--- src/rtl/alu_pkg.sv ---
// Shared definitions for the multi-cycle ALU: CPU opcode encodings,
// handshake FSM state encoding and the signed add/sub overflow rule.
package alu_pkg;

    localparam logic [2:0] OP_LOAD    = 3'b000;
    localparam logic [2:0] OP_ADD     = 3'b001;
    localparam logic [2:0] OP_ADDI    = 3'b010;
    localparam logic [2:0] OP_SUB     = 3'b011;
    localparam logic [2:0] OP_SUBI    = 3'b100;
    localparam logic [2:0] OP_MUL     = 3'b101;
    localparam logic [2:0] OP_CLEAR   = 3'b110;
    localparam logic [2:0] OP_DISPLAY = 3'b111;

    typedef enum logic [1:0] {
        S_IDLE     = 2'd0,
        S_EXEC_MUL = 2'd1,
        S_DONE     = 2'd2
    } state_t;

    // Two's complement overflow from the sign bits only, so it works for any width.
    // Add overflows when both operands share a sign and the result does not.
    // Subtract overflows when the operand signs differ and the result sign leaves a's sign.
    function automatic logic addSubOverflow(input logic aSign,
                                            input logic bSign,
                                            input logic rSign,
                                            input logic isSub);
        return isSub ? ((aSign != bSign) && (rSign != aSign))
                     : ((aSign == bSign) && (rSign != aSign));
    endfunction

endpackage

--- src/rtl/mul_shift_add.sv ---
// Iterative unsigned shift-add multiplier: one partial product per clock,
// always exactly WIDTH iterations after a start pulse, no early exit.
module mul_shift_add #(
    parameter int WIDTH = 16
) (
    input  logic               clk,
    input  logic               rst_n,
    input  logic               i_start,
    input  logic [WIDTH-1:0]   i_a,
    input  logic [WIDTH-1:0]   i_b,
    output logic               o_done,
    output logic [2*WIDTH-1:0] o_product
);

    localparam int CNT_W = $clog2(WIDTH) + 1;

    logic [2*WIDTH-1:0] r_acc;
    logic [2*WIDTH-1:0] r_mcand;
    logic [WIDTH-1:0]   r_mplier;
    logic [CNT_W-1:0]   r_cnt;
    logic [2*WIDTH-1:0] w_accNext;

    // Accumulator value after the current iteration; on the last iteration this is the full product.
    always_comb begin
        w_accNext = r_mplier[0] ? (r_acc + r_mcand) : r_acc;
    end

    // The final iteration's result is presented combinationally so the caller can register it on the same edge.
    assign o_done    = (r_cnt == CNT_W'(1));
    assign o_product = w_accNext;

    // Load operands on start, then shift the multiplicand left and the multiplier right once per cycle.
    always_ff @(posedge clk or negedge rst_n) begin
        if (!rst_n) begin
            r_acc    <= '0;
            r_mcand  <= '0;
            r_mplier <= '0;
            r_cnt    <= '0;
        end else if (i_start) begin
            r_acc    <= '0;
            r_mcand  <= {{WIDTH{1'b0}}, i_a};
            r_mplier <= i_b;
            r_cnt    <= CNT_W'(WIDTH);
        end else if (r_cnt != '0) begin
            r_acc    <= w_accNext;
            r_mcand  <= r_mcand << 1;
            r_mplier <= r_mplier >> 1;
            r_cnt    <= r_cnt - CNT_W'(1);
        end
    end

endmodule

--- src/rtl/alu_multiciclo.sv ---
// Handshaked multi-cycle ALU for the mini-CPU opcode set. Single-cycle ops
// finish on the accept edge; MUL runs through the shift-add unit. Result and
// flags are registered and held until the write-back stage takes them.
module alu_multiciclo
    import alu_pkg::*;
#(
    parameter int WIDTH = 16
) (
    input  logic             clk,
    input  logic             rst_n,
    input  logic             in_valid,
    output logic             in_ready,
    input  logic [2:0]       opcode,
    input  logic [WIDTH-1:0] valor1,
    input  logic [WIDTH-1:0] valor2,
    output logic             out_valid,
    input  logic             out_ready,
    output logic [WIDTH-1:0] resultado,
    output logic             overflow,
    output logic             zero,
    output logic             busy
);

    state_t             r_state;
    logic [WIDTH-1:0]   r_resultado;
    logic               r_overflow;
    logic               r_zero;
    logic               r_outValid;
    logic               r_busy;

    logic               w_accept;
    logic               w_isMul;
    logic               w_mulStart;
    logic               w_mulDone;
    logic [2*WIDTH-1:0] w_mulProduct;
    logic [WIDTH-1:0]   w_sum;
    logic [WIDTH-1:0]   w_diff;
    logic [WIDTH-1:0]   w_aluResult;
    logic               w_aluOverflow;

    // A new op may enter when idle, or when the held result is being consumed this same cycle.
    assign in_ready   = (r_state == S_IDLE) || ((r_state == S_DONE) && out_ready);
    assign w_accept   = in_valid && in_ready;
    assign w_isMul    = (opcode == OP_MUL);
    assign w_mulStart = w_accept && w_isMul;

    assign w_sum  = valor1 + valor2;
    assign w_diff = valor1 - valor2;

    assign out_valid = r_outValid;
    assign resultado = r_resultado;
    assign overflow  = r_overflow;
    assign zero      = r_zero;
    assign busy      = r_busy;

    mul_shift_add #(
        .WIDTH(WIDTH)
    ) u_mul (
        .clk      (clk),
        .rst_n    (rst_n),
        .i_start  (w_mulStart),
        .i_a      (valor1),
        .i_b      (valor2),
        .o_done   (w_mulDone),
        .o_product(w_mulProduct)
    );

    // Single-cycle datapath: result and overflow for every opcode except MUL.
    always_comb begin
        w_aluResult   = '0;
        w_aluOverflow = 1'b0;
        case (opcode)
            OP_LOAD: begin
                w_aluResult = valor2;
            end
            OP_ADD, OP_ADDI: begin
                w_aluResult   = w_sum;
                w_aluOverflow = addSubOverflow(valor1[WIDTH-1], valor2[WIDTH-1],
                                               w_sum[WIDTH-1], 1'b0);
            end
            OP_SUB, OP_SUBI: begin
                w_aluResult   = w_diff;
                w_aluOverflow = addSubOverflow(valor1[WIDTH-1], valor2[WIDTH-1],
                                               w_diff[WIDTH-1], 1'b1);
            end
            OP_DISPLAY: begin
                w_aluResult = valor1;
            end
            default: begin
                w_aluResult   = '0;
                w_aluOverflow = 1'b0;
            end
        endcase
    end

    // Handshake FSM with registered result, flags, out_valid and busy.
    always_ff @(posedge clk or negedge rst_n) begin
        if (!rst_n) begin
            r_state     <= S_IDLE;
            r_resultado <= '0;
            r_overflow  <= 1'b0;
            r_zero      <= 1'b0;
            r_outValid  <= 1'b0;
            r_busy      <= 1'b0;
        end else if (w_accept) begin
            if (w_isMul) begin
                r_state    <= S_EXEC_MUL;
                r_busy     <= 1'b1;
                r_outValid <= 1'b0;
            end else begin
                r_state     <= S_DONE;
                r_resultado <= w_aluResult;
                r_overflow  <= w_aluOverflow;
                r_zero      <= (w_aluResult == '0);
                r_outValid  <= 1'b1;
            end
        end else begin
            case (r_state)
                S_EXEC_MUL: begin
                    if (w_mulDone) begin
                        r_state     <= S_DONE;
                        r_busy      <= 1'b0;
                        r_resultado <= w_mulProduct[WIDTH-1:0];
                        r_overflow  <= |w_mulProduct[2*WIDTH-1:WIDTH];
                        r_zero      <= (w_mulProduct[WIDTH-1:0] == '0);
                        r_outValid  <= 1'b1;
                    end
                end
                S_DONE: begin
                    if (out_ready) begin
                        r_state    <= S_IDLE;
                        r_outValid <= 1'b0;
                    end
                end
                default: begin
                    r_state <= S_IDLE;
                end
            endcase
        end
    end

endmodule

--- config.mk ---
export PLATFORM = sky130hd
export DESIGN_NAME = alu_multiciclo
export DESIGN_NICKNAME = d
export VERILOG_FILES = /design/src/rtl/alu_pkg.sv /design/src/rtl/mul_shift_add.sv /design/src/rtl/alu_multiciclo.sv
export SDC_FILE = /design/constraint.sdc
export NUM_CORES = 1
export LEC_CHECK = 0
export ABC_AREA = 0
export BUFFER_PORTS_ARGS = -buffer_cell sky130_fd_sc_hd__buf_2
export CORE_MARGIN = 2
export CORE_UTILIZATION = 39
export CTS_BUF_LIST = sky130_fd_sc_hd__clkbuf_4 sky130_fd_sc_hd__clkbuf_8
export DETAILED_ROUTE_END_ITERATION = 8
export GPL_TIMING_DRIVEN = 1
export SYNTH_ARGS = -nofsm -noshare
export SYNTH_HDL_FRONTEND = slang
export SYNTH_SLANG_ARGS = --single-unit
--- constraint.sdc ---
create_clock -name clk -period 6.2 [get_ports clk]
set_input_delay 1.24 -clock clk [delete_from_list [all_inputs] [get_ports clk]]
set_output_delay 1.24 -clock clk [all_outputs]
set_load 0.01 [all_outputs]
# == After elaboration in Yosys (flattened, before gate mapping) ==
# Cells that the tools add are included.
# totals
reg_bits,107
input_bits,39
output_inout_bits,21
# op_classes
addsub,4
n_eq_ne,17
muxes,37
reduce_logical,22
# op_table
operator,count
32-bit 2-to-1 mux,5
16-bit 2-to-1 mux,6
16-bit case mux with 4 select lines,1
32-bit adder,1
16-bit zero test,2
16-bit adder,1
1-bit 2-to-1 mux,16
16-bit OR reduction,1
16-bit subtractor,1
5-bit 2-to-1 mux,2
3-bit equality test (second input constant),3
3-bit AND reduction,3
2-bit 2-to-1 mux,4
3-bit by 2-bit equality test with 1-bit output (second input constant),2
2-bit nonzero test,3
5-bit by 1-bit equality test with 1-bit output (second input constant),1
1-bit logical AND,5
5-bit nonzero test,1
5-bit by 1-bit subtractor with 5-bit output (second input constant),1
1-bit case mux with 2 select lines,2
2-bit case mux with 2 select lines,1
2-bit OR reduction,2
3-bit by 1-bit equality test with 1-bit output (second input constant),1
3-bit zero test,1
12 further kinds,14

# == Logic depth before layout (Yosys ltp) ==
# Gate-level depths: netlist of the first run.
# logic_depth
ltp_word,6
depth_mapped,13
ltp_nobuf,13

# == Cells and area by module ==
# Synthesis of the first run repeated with hierarchy kept, for this count alone.
# hier_totals
hier_cells,1162
hier_area_um2,9470.3
# by_module_without_submodules
mod,instances,cells_each,area_each_um2,seq_area_each_um2
mul_shift_add,1,676,5904.4,2127.0
alu_multiciclo,1,486,3565.9,550.5

# == Least setup slack after synthesis of the first run ==
# No wires, ideal clock.
# synth_timing
path_kind,in2reg
startpoint,input port valor1[0]
endpoint,"register r_zero, in the netlist zero"
arrival_ps,4349
t_required_ps,6120
setup_slack_ps,1771
cell_stages,13
n_path_buf,0
path_cell_list,inv_1 ha_1 fa_1 and2b_1 o2111ai_1 and4b_4 o41a_1 o211a_1 a211oi_1 a31oi_1 or4_1 or4_1 o211ai_2
# synth_via
elab_chain_len,5
word_cells_on_any_way,6
# synth_rtl
item,line,text
start: declaration,alu_multiciclo.sv:14,"input logic [WIDTH-1:0] valor1,"
16-bit subtractor / 16-bit adder (equally long branches),"alu_multiciclo.sv:48, alu_multiciclo.sv:47",
16-bit case mux with 4 select lines *,alu_multiciclo.sv:72,case (opcode)
16-bit zero test *,alu_multiciclo.sv:114,r_zero <= (w_aluResult == '0);
1-bit 2-to-1 mux *,alu_multiciclo.sv:106,if (w_isMul) begin
1-bit 2-to-1 mux *,alu_multiciclo.sv:105,end else if (w_accept) begin
end signal: assignment,alu_multiciclo.sv:114,
end signal: assignment,alu_multiciclo.sv:125,r_zero <= (w_mulProduct[WIDTH-1:0] == '0);
end: declaration,alu_multiciclo.sv:27,logic r_zero;
# Mark *: on every way between the ends. The rest lies on a longest branch, timed or not. The select of a mux whose other input is x is not followed.
# A chain may end at the register's enable or synchronous reset.

# == Worst setup path after layout of the first run ==
# Same ends and word-level chain as after synthesis.

==> impl_metrics.env, run 1 <==
export IMPL_status="finished clean"
export IMPL_finClkSkew_ps=27.8
export IMPL_required_ps=6530
export IMPL_rsz0062_at_grt="no"
export IMPL_antennaDiodeCount=0
export IMPL_grt_pass1_vias=8062
export IMPL_clock_latency_ps=400
export IMPL_dr_pass1_iters=6
export IMPL_drc=0
export IMPL_start_util_pct=39.4
export IMPL_hold_buffers=0
export IMPL_layout_drive_gt1_share_pct=9.39
export IMPL_post_cts_setup_buffer_count=0
export IMPL_finalNetCount=1231
export IMPL_yosys_warnings=0
export IMPL_routed_wl_microns=27500
export IMPL_yosys_area_top_type_share_pct=30.3
export IMPL_die_w_microns=155
export IMPL_slew_violations=0
export IMPL_power_density_nw_per_um2=438
export IMPL_p_comb_share_pct=59.5
export IMPL_grt_remaining_overflow=0
export IMPL_avgSynthCellArea_sq_um=7.98
export IMPL_setup_viol=0
export IMPL_reg2reg_from="u_mul.r_acc[1]"
export IMPL_synth_seq_cells=107
export IMPL_async_reset_ff_share_pct=100
export IMPL_cts_tree="done"
export IMPL_sequentialPowerShare_pct=29.1
export IMPL_vias=8389
export IMPL_clockPowerShare_pct=11.4
export IMPL_drt_iter0_markers=799
export IMPL_syn_nets=1214
export IMPL_path_clk_slew_ps=130
export IMPL_postLayoutSetupSlackWorst_ps=1800
export IMPL_crit_top_cell="or4_1"
export IMPL_tns_ps=0
export IMPL_cp_start_kind="input pin"
export IMPL_antenna_found_initial=1
export IMPL_hpwlAfterDp_microns=20400
export IMPL_min_delay_start="busy"
export IMPL_grt_max_degree=71
export IMPL_mostFrequentLayoutCells="161 x nand2_1, 107 x dfrtp_1, 103 x a21oi_1"
export IMPL_power_mw=4.19
export IMPL_tightest_slew_ps=971
export IMPL_drtAntennaViolNets=0
export IMPL_crit_fanout=5
export IMPL_area_growth_synth_to_final_pct=8.24
export IMPL_synth_fa_ha_area_share_pct=9.88
export IMPL_crit_path_end_kind="register"
export IMPL_power_leakage_nw=4.26
export IMPL_final_common_cell="nand2_1"
export IMPL_h_tree_depth=3
export IMPL_core_sq_um=22400
export IMPL_ys_seq_area_share_pct=30.3
export IMPL_final_hold_violation_count=0
export IMPL_relSlewSlack_pct=35.3
export IMPL_synth_simple_gate_area_share_pct=18.4
export IMPL_die_area_sq_um=23900
export IMPL_cts_root_buffer_cell="clkbuf_8"
export IMPL_clockBufferDepth=2
export IMPL_clock_sinks=107
export IMPL_vdd_drop_max_mv=0.177
export IMPL_yosys_area_top_type="dfrtp_1"
export IMPL_io_buffers=59
export IMPL_syn_area_sq_um=8840
export IMPL_synth_edf_count=0
export IMPL_wire_per_inst_microns=19.4
export IMPL_die_h_microns=155
export IMPL_period_needed_ps=4400
export IMPL_maxCapViolations=0
export IMPL_p_int_mw=2.09
export IMPL_cts_buffers=9
export IMPL_p_switching_mw=2.10
export IMPL_worstPathCellList="buf_2, inv_1, ha_1, fa_1, and2b_1, o2111ai_1, and4b_4, o41a_1, o211a_1, a211oi_1, a31oi_1, or4_1, or4_1, o211ai_2"
export IMPL_cp_startpoint="valor1[0]"
export IMPL_fin_crit_sh_pct=71.0
export IMPL_synthCells=1107
export IMPL_p_sw_share_pct=50.1
export IMPL_crit_family="simple AND/OR/NAND/NOR gates"
export IMPL_synth_compound_area_share_pct=27.8
export IMPL_row_count=55
export IMPL_routabilityCongestion=0.910
export IMPL_synthMuxAreaShare_pct=5.93
export IMPL_grt_usage_pct=23.5
export IMPL_synthFlopType="dfrtp_1"
export IMPL_synth_top_family_by_area="compound AO/OA/AOI/OAI gates"
export IMPL_cp_buffers_inverters=2
export IMPL_cp_slowest_stage_delay_ps=530
export IMPL_cp_slowest_cell="or4_1"
export IMPL_path_class="input pin to register"
export IMPL_synth_xor_area_share_pct=2.87
export IMPL_cts_resized=0
export IMPL_max_freq_ghz=0.227
export IMPL_min_path_type="register to register"
export IMPL_io_pins=60
export IMPL_viasPerCell=5.93
export IMPL_grt_pass1_wl_microns=44900
export IMPL_ys_top_cells_by_area="dfrtp_1 30%, ha_1 9.2%, nand2_1 6.9%"
export IMPL_cp_arrival_ps=4720
export IMPL_synth_cell_types=74
export IMPL_post_place_ws_ps=1370
## cell families after synthesis
logic type      Yosys count
compound gates          374
buf+inv                 113
fa+ha+maj                68
xor+xnor                 29
mux                      52
flops                   107
simple gates            364
## worst register-to-register path: cells and delay by family, from the launching register on
family	cells	cell delay (ps)
AOI/OAI and AO/OA	7	1900
and+or+nand+nor	3	1000
adders and majority gates	1	330
DFF	1	490
## path summary, 6_finish.rpt
kind	to	slack, ps	depth (start not counted)
worst min register to register	busy	490	1
worst max-delay path	zero	1800	14
max in group asynchronous	u_mul.r_acc[15]	4060	2
min in group asynchronous	u_mul.r_mcand[8]	960	1
worst max register to register	overflow	2350	11
worst min-delay path	busy	490	1
## routing by layer
layer | up-vias | share of wire (%) | global-route usage, %
met1 | 4043 | 47 | 33.6
met5 | - | 0.047 | 0
met2 | 235 | 46 | 37.5
li1 | 4067 | - | -
met3 | 42 | 4.6 | 2.58
met4 | 2 | 2.4 | 6.70
## Yosys cell counts (all sizes together) (4+ instances only)
master and n:
and3 7, o221ai 8, nor2 97, nor4 4
xnor2 18, o21a 9, a21oi 104, nand3 16
nor3 22, buf 9, ha 65, a211oi 28
a22oi 6, o41ai 4, a31oi 7, or4 7
o31ai 9, o21bai 11, nand2 162, a221o 8
a221oi 6, a21o 14, o2111ai 6, a222oi 6
mux2i 49, and2 7, o21ai 96, a2111oi 5
nand4 10, inv 47, o22ai 4, o211ai 13
dfrtp 107, clkbuf 56, xor2 11, nand2b 8
nor2b 9
## cell type report
class / count / area [sq um]
Clock inverter: 7 / 93.8
Tap cell: 285 / 357
Multi-Input combinational cell: 887 / 5750
Clock buffer: 9 / 124
Fill cell: 2295 / 12900
Sequential cell: 107 / 2680
Timing Repair Buffer: 71 / 388
Inverter: 48 / 180
## flip-flops by register name (all words and copies together) (netlist names)
| name | cells |
|---|---|
| busy | 1 |
| out_valid | 1 |
| overflow | 1 |
| r_state | 2 |
| resultado | 16 |
| u_mul.r_acc | 32 |
| u_mul.r_cnt | 5 |
| u_mul.r_mcand | 32 |
| u_mul.r_mplier | 16 |
| zero | 1 |
## power by group through the flow
stage	combinational, mW	clock (mW)	sequential [mW]
final	2.49	0.480	1.22
after global routing	2.79	0.516	1.26
after CTS	2.47	0.485	1.22
after detailed placement	2.45	0	1.23
after global placement	2.44	0	1.23
after floorplan	1.81	0	1.18
## stage by stage
step / cells / cell area (sq um) / utilization, % / hold slack (ps)
6_report: 1414 / 9570 / 42.6 / 494
5_1_grt: 1414 / 9570 / 42.6 / 515
4_1_cts: 1414 / 9570 / 42.6 / 499
3_5_place_dp: 1398 / 9350 / 41.7 / 468
3_3_place_gp: 1398 / 9350 / 41.7 / 456
2_1_floorplan: 1107 / 8840 / - / 481
Power figures use the tool's default switching activity.
==> run 2, diff against run 1 <==
==> constraint.sdc (replaced) <==
create_clock -name clk -period 3.53 [get_ports clk]
set_input_delay 0.706 -clock clk [delete_from_list [all_inputs] [get_ports clk]]
set_output_delay 0.706 -clock clk [all_outputs]
set_load 0.01 [all_outputs]
==> impl_metrics.env, run 2 (synthesized netlist as in run 1, its figures left out) <==
export IMPL_status="finished, violations left"
export IMPL_violations="negative setup slack"
export IMPL_dr_pass1_iters=6
export IMPL_crit_path_end_kind="register"
export IMPL_r2r_cells=13
export IMPL_largestRegisters="u_mul.r_acc x32, u_mul.r_mcand x32"
export IMPL_p_int_mw=4.28
export IMPL_layout_drive_gt1_share_pct=23.9
export IMPL_mostFrequentLayoutCells="185 x buf_4, 159 x nand2_1, 107 x dfrtp_1"
export IMPL_slew_violations=0
export IMPL_clockPowerShare_pct=10.1
export IMPL_finalNetCount=1405
export IMPL_power_density_nw_per_um2=735
export IMPL_r2r_slack_ps=130
export IMPL_cts_buffers=9
export IMPL_cp_arrival_ps=3950
export IMPL_routabilityCongestion=0.955
export IMPL_sequentialPowerShare_pct=26.2
export IMPL_rsz0062_at_grt="yes"
export IMPL_h_tree_depth=3
export IMPL_max_freq_ghz=0.278
export IMPL_drtAntennaViolNets=0
export IMPL_row_count=55
export IMPL_design_area_sq_um=11200
export IMPL_area_growth_synth_to_final_pct=26.3
export IMPL_grt_pass1_wl_microns=48300
export IMPL_maxCapViolations=0
export IMPL_drt_iter0_markers=829
export IMPL_die_w_microns=155
export IMPL_io_buffers=59
export IMPL_r2r_end="overflow"
export IMPL_reg2reg_from="u_mul.r_acc[0]"
export IMPL_routed_wl_microns=30000
export IMPL_finClkSkew_ps=33.1
export IMPL_final_common_cell="buf_4"
export IMPL_post_route_util_pct=49.7
export IMPL_antennaDiodeCount=0
export IMPL_path_clk_slew_ps=140
export IMPL_power_mw=8.20
export IMPL_vias=9184
export IMPL_p_sw_share_pct=47.9
export IMPL_final_hold_violation_count=0
export IMPL_fin_hold_ws_ps=249
export IMPL_drc=0
export IMPL_vdd_drop_max_mv=0.381
export IMPL_grt_pass1_vias=8882
export IMPL_fin_crit_sh_pct=102
export IMPL_clock_sinks=107
export IMPL_viasPerCell=5.78
export IMPL_tightest_slew_ps=839
export IMPL_p_comb_share_pct=63.7
export IMPL_hpwlAfterDp_microns=23100
export IMPL_p_switching_mw=3.93
export IMPL_required_ps=3880
export IMPL_tns_ps=-65.6
export IMPL_crit_fanout=4
export IMPL_die_area_sq_um=23900
export IMPL_antenna_found_initial=0
export IMPL_path_class="input pin to register"
export IMPL_grt_max_degree=88
export IMPL_die_h_microns=155
export IMPL_io_pins=60
export IMPL_core_sq_um=22400
export IMPL_place_area_sq_um=10600
export IMPL_min_path_type="input pin to asynchronous set/reset pin"
export IMPL_power_leakage_nw=5.18
export IMPL_grt_usage_pct=25.3
export IMPL_postLayoutSetupSlackWorst_ps=-65.6
export IMPL_cts_tree="done"
export IMPL_period_needed_ps=3600
export IMPL_setup_viol=1
export IMPL_relSlewSlack_pct=44.1
export IMPL_cts_root_buffer_cell="clkbuf_8"
export IMPL_start_util_pct=39.4
export IMPL_cp_start_kind="input pin"
export IMPL_wire_per_inst_microns=18.9
export IMPL_clock_latency_ps=410
export IMPL_hold_buffers=0
export IMPL_clockBufferDepth=2
export IMPL_grt_remaining_overflow=0
run 2: critical path: stages:
cell and delay (ps):
buf_4 130, ha_4 150, fa_2 340, and2b_1 240
o2111ai_2 100, and4b_4 230, o41a_1 460, o211a_1 250
a211oi_2 160, a31oi_2 70, or4_4 420, or4_4 510
o211ai_2 160
run 2: timing repair:
item                                    CTS  global route
buffers inserted                         10            10
endpoints found under the hold margin     0             0
endpoints found under the setup margin    2             3
pin swaps                                 5            30
cloned                                    0             0
gates resized for setup                   8            43
run 2: power by group through the flow:
stage	Clock, mW	Sequential (mW)	Combinational (mW)
detailed placement	0	2.16	4.93
floorplan	0	2.07	3.17
global placement	0	2.15	4.89
finish	0.829	2.15	5.23
CTS	0.851	2.14	5.01
global route	0.894	2.21	5.76
run 2: stage by stage:
step,instances,worst slack (ps)
final,1588,-65.6
after global routing,1588,-212
after CTS,1580,3.67
after global placement,1554,-517
after detailed placement,1554,-586
after floorplan,1107,-118
run 2: per-layer routing:
layer | global-route usage [%] | up-vias | share of wire, %
met5 | 0 | - | 0
met4 | 7.94 | 0 | 2.2
met3 | 2.47 | 44 | 5.4
met2 | 39.9 | 302 | 45
met1 | 36.6 | 4425 | 47
li1 | - | 4413 | -
run 2: worst max path at each step:
stage              start   end  cells past startpoint
2_1_floorplan  valor1[0]  zero                     13
3_3_place_gp   valor1[0]  zero                     14
3_5_place_dp   valor1[0]  zero                     14
4_1_cts        valor2[0]  zero                     12
5_1_grt        valor1[0]  zero                     12
6_report       valor2[0]  zero                     13
run 2: final cells by class:
type                            count  area, sq um
Clock buffer                        9          124
Clock inverter                      7         91.3
Fill cell                        2260        11300
Inverter                           48          195
Multi-Input combinational cell    887         5970
Sequential cell                   107         2680
Tap cell                          285          357
Timing Repair Buffer              245         1750
==> run 3, diff against run 2 <==
--- a/config.mk
+++ b/config.mk
@@ -8,7 +8,7 @@
 export ABC_AREA = 0
 export BUFFER_PORTS_ARGS = -buffer_cell sky130_fd_sc_hd__buf_2
 export CORE_MARGIN = 2
-export CORE_UTILIZATION = 39
+export CORE_UTILIZATION = 28
 export CTS_BUF_LIST = sky130_fd_sc_hd__clkbuf_4 sky130_fd_sc_hd__clkbuf_8
 export DETAILED_ROUTE_END_ITERATION = 8
 export GPL_TIMING_DRIVEN = 1
==> constraint.sdc (replaced) <==
create_clock -name clk -period 4.37 [get_ports clk]
set_input_delay 0.874 -clock clk [delete_from_list [all_inputs] [get_ports clk]]
set_output_delay 0.874 -clock clk [all_outputs]
set_load 0.01 [all_outputs]
==> impl_metrics.env, run 3 (synthesized netlist as in run 1, its figures left out) <==
export IMPL_status="finished clean"
export IMPL_area_growth_synth_to_final_pct=12.4
export IMPL_cp_slowest_cell="or4_1"
export IMPL_io_buffers=59
export IMPL_tightest_slew_ps=911
export IMPL_post_place_ws_ps=67.8
export IMPL_slew_violations=0
export IMPL_relSlewSlack_pct=39.3
export IMPL_clockBufferDepth=2
export IMPL_cp_startpoint="valor1[0]"
export IMPL_crit_fanout=2
export IMPL_crit_path_end_kind="register"
export IMPL_grt_usage_pct=17.8
export IMPL_routabilityCongestion=0.906
export IMPL_required_ps=4690
export IMPL_die_h_microns=182
export IMPL_viasPerCell=5.50
export IMPL_drtAntennaViolNets=0
export IMPL_grt_remaining_overflow=0
export IMPL_reg2reg_from="u_mul.r_mcand[0]"
export IMPL_clock_sinks=107
export IMPL_hold_buffers=0
export IMPL_cts_tree="done"
export IMPL_antennaDiodeCount=0
export IMPL_cts_resized=0
export IMPL_wire_per_inst_microns=18.7
export IMPL_die_area_sq_um=33000
export IMPL_final_common_cell="nand2_1"
export IMPL_finalNetCount=1263
export IMPL_clock_latency_ps=400
export IMPL_die_w_microns=182
export IMPL_power_mw=6.02
export IMPL_cp_num_cells=14
export IMPL_grt_pass1_vias=8400
export IMPL_cts_root_buffer_cell="clkbuf_8"
export IMPL_holdPathStages=2
export IMPL_path_class="input pin to register"
export IMPL_multi_input_area_sq_um=5750
export IMPL_grt_max_degree=92
export IMPL_fillCellCount=3334
export IMPL_hpwlAfterDp_microns=22500
export IMPL_worstPathCellList="buf_2, inv_1, ha_1, fa_1, and2b_1, o2111ai_1, and4b_4, o41a_1, o211a_1, a211oi_1, a31oi_1, or4_1, or4_1, o211ai_2"
export IMPL_mostFrequentLayoutCells="161 x nand2_1, 107 x dfrtp_1, 103 x a21oi_1"
export IMPL_post_cts_setup_buffer_count=0
export IMPL_r2r_cells=12
export IMPL_post_route_util_pct=31.7
export IMPL_drc=0
export IMPL_tns_ps=0
export IMPL_power_leakage_nw=4.41
export IMPL_fin_hold_ws_ps=497
export IMPL_ff_latch_area_sq_um=2680
export IMPL_cts_buffers=9
export IMPL_routed_wl_microns=29200
export IMPL_largestRegisters="u_mul.r_acc x32, u_mul.r_mcand x32"
export IMPL_grt_pass1_wl_microns=46800
export IMPL_stdcell_count=1562
export IMPL_row_count=65
export IMPL_period_needed_ps=3930
export IMPL_antenna_found_initial=0
export IMPL_vdd_drop_max_mv=0.196
export IMPL_cp_start_kind="input pin"
export IMPL_layout_drive_gt1_share_pct=11.8
export IMPL_dp_cells=1547
export IMPL_min_delay_start="resultado[2]"
export IMPL_crit_family="simple AND/OR/NAND/NOR gates"
export IMPL_crit_top_cell="or4_1"
export IMPL_rsz0062_at_grt="no"
export IMPL_start_util_pct=28.2
export IMPL_vias=8587
export IMPL_path_clk_slew_ps=110
export IMPL_cp_arrival_ps=4260
export IMPL_finClkSkew_ps=21.0
export IMPL_io_pins=60
export IMPL_h_tree_depth=3
export IMPL_min_path_type="register to register"
export IMPL_maxCapViolations=0
export IMPL_drt_iter0_markers=648
export IMPL_cp_slowest_stage_delay_ps=530
export IMPL_final_hold_violation_count=0
export IMPL_design_area_sq_um=9940
export IMPL_fin_crit_sh_pct=90.0
export IMPL_cp_buffers_inverters=2
export IMPL_postLayoutSetupSlackWorst_ps=436
export IMPL_dr_pass1_iters=5
export IMPL_place_area_sq_um=9740
export IMPL_max_freq_ghz=0.254
export IMPL_core_sq_um=31300
export IMPL_power_density_nw_per_um2=606
export IMPL_setup_viol=0
run 3: worst paths after layout:
kind                                     endpoint  slack, ps
worst min register to register       resultado[2]        500
worst min-delay path                 resultado[2]        500
min in group asynchronous       u_mul.r_mplier[4]        570
max in group asynchronous       u_mul.r_mcand[12]       2910
worst max register to register           overflow        880
worst max-delay path                         zero        440
run 3: cell type report:
| type | instances | share of cell area, % |
|---|---|---|
| Inverter | 48 | 1.81 |
| Tap cell | 402 | 5.06 |
| Multi-Input combinational cell | 887 | 57.8 |
| Sequential cell | 107 | 26.9 |
| Timing Repair Buffer | 103 | 6.32 |
| Clock inverter | 6 | 0.793 |
| Clock buffer | 9 | 1.25 |
run 3: tightest hold or removal path, delay by kind of cell, from the launching register on:
kind,cells,cell delay (ps)
DFF,1,360
AOI/OAI and AO/OA,1,60
and+or+nand+nor,1,50
run 3: metal layers:
layer | share of wire, % | up-vias | track usage [%]
met1 | 46 | 4151 | 24.3
met4 | 2.9 | 0 | 5.85
met3 | 5.1 | 54 | 2.55
met2 | 46 | 242 | 29.1
li1 | - | 4140 | -
met5 | 0 | - | 0
run 3: power by group:
part	leakage (nW)	internal [mW]	switching [mW]
sequential	1.35	1.39	0.349
clock	0.105	0.277	0.399
combinational	2.96	1.38	2.22
total	4.41	3.05	2.97
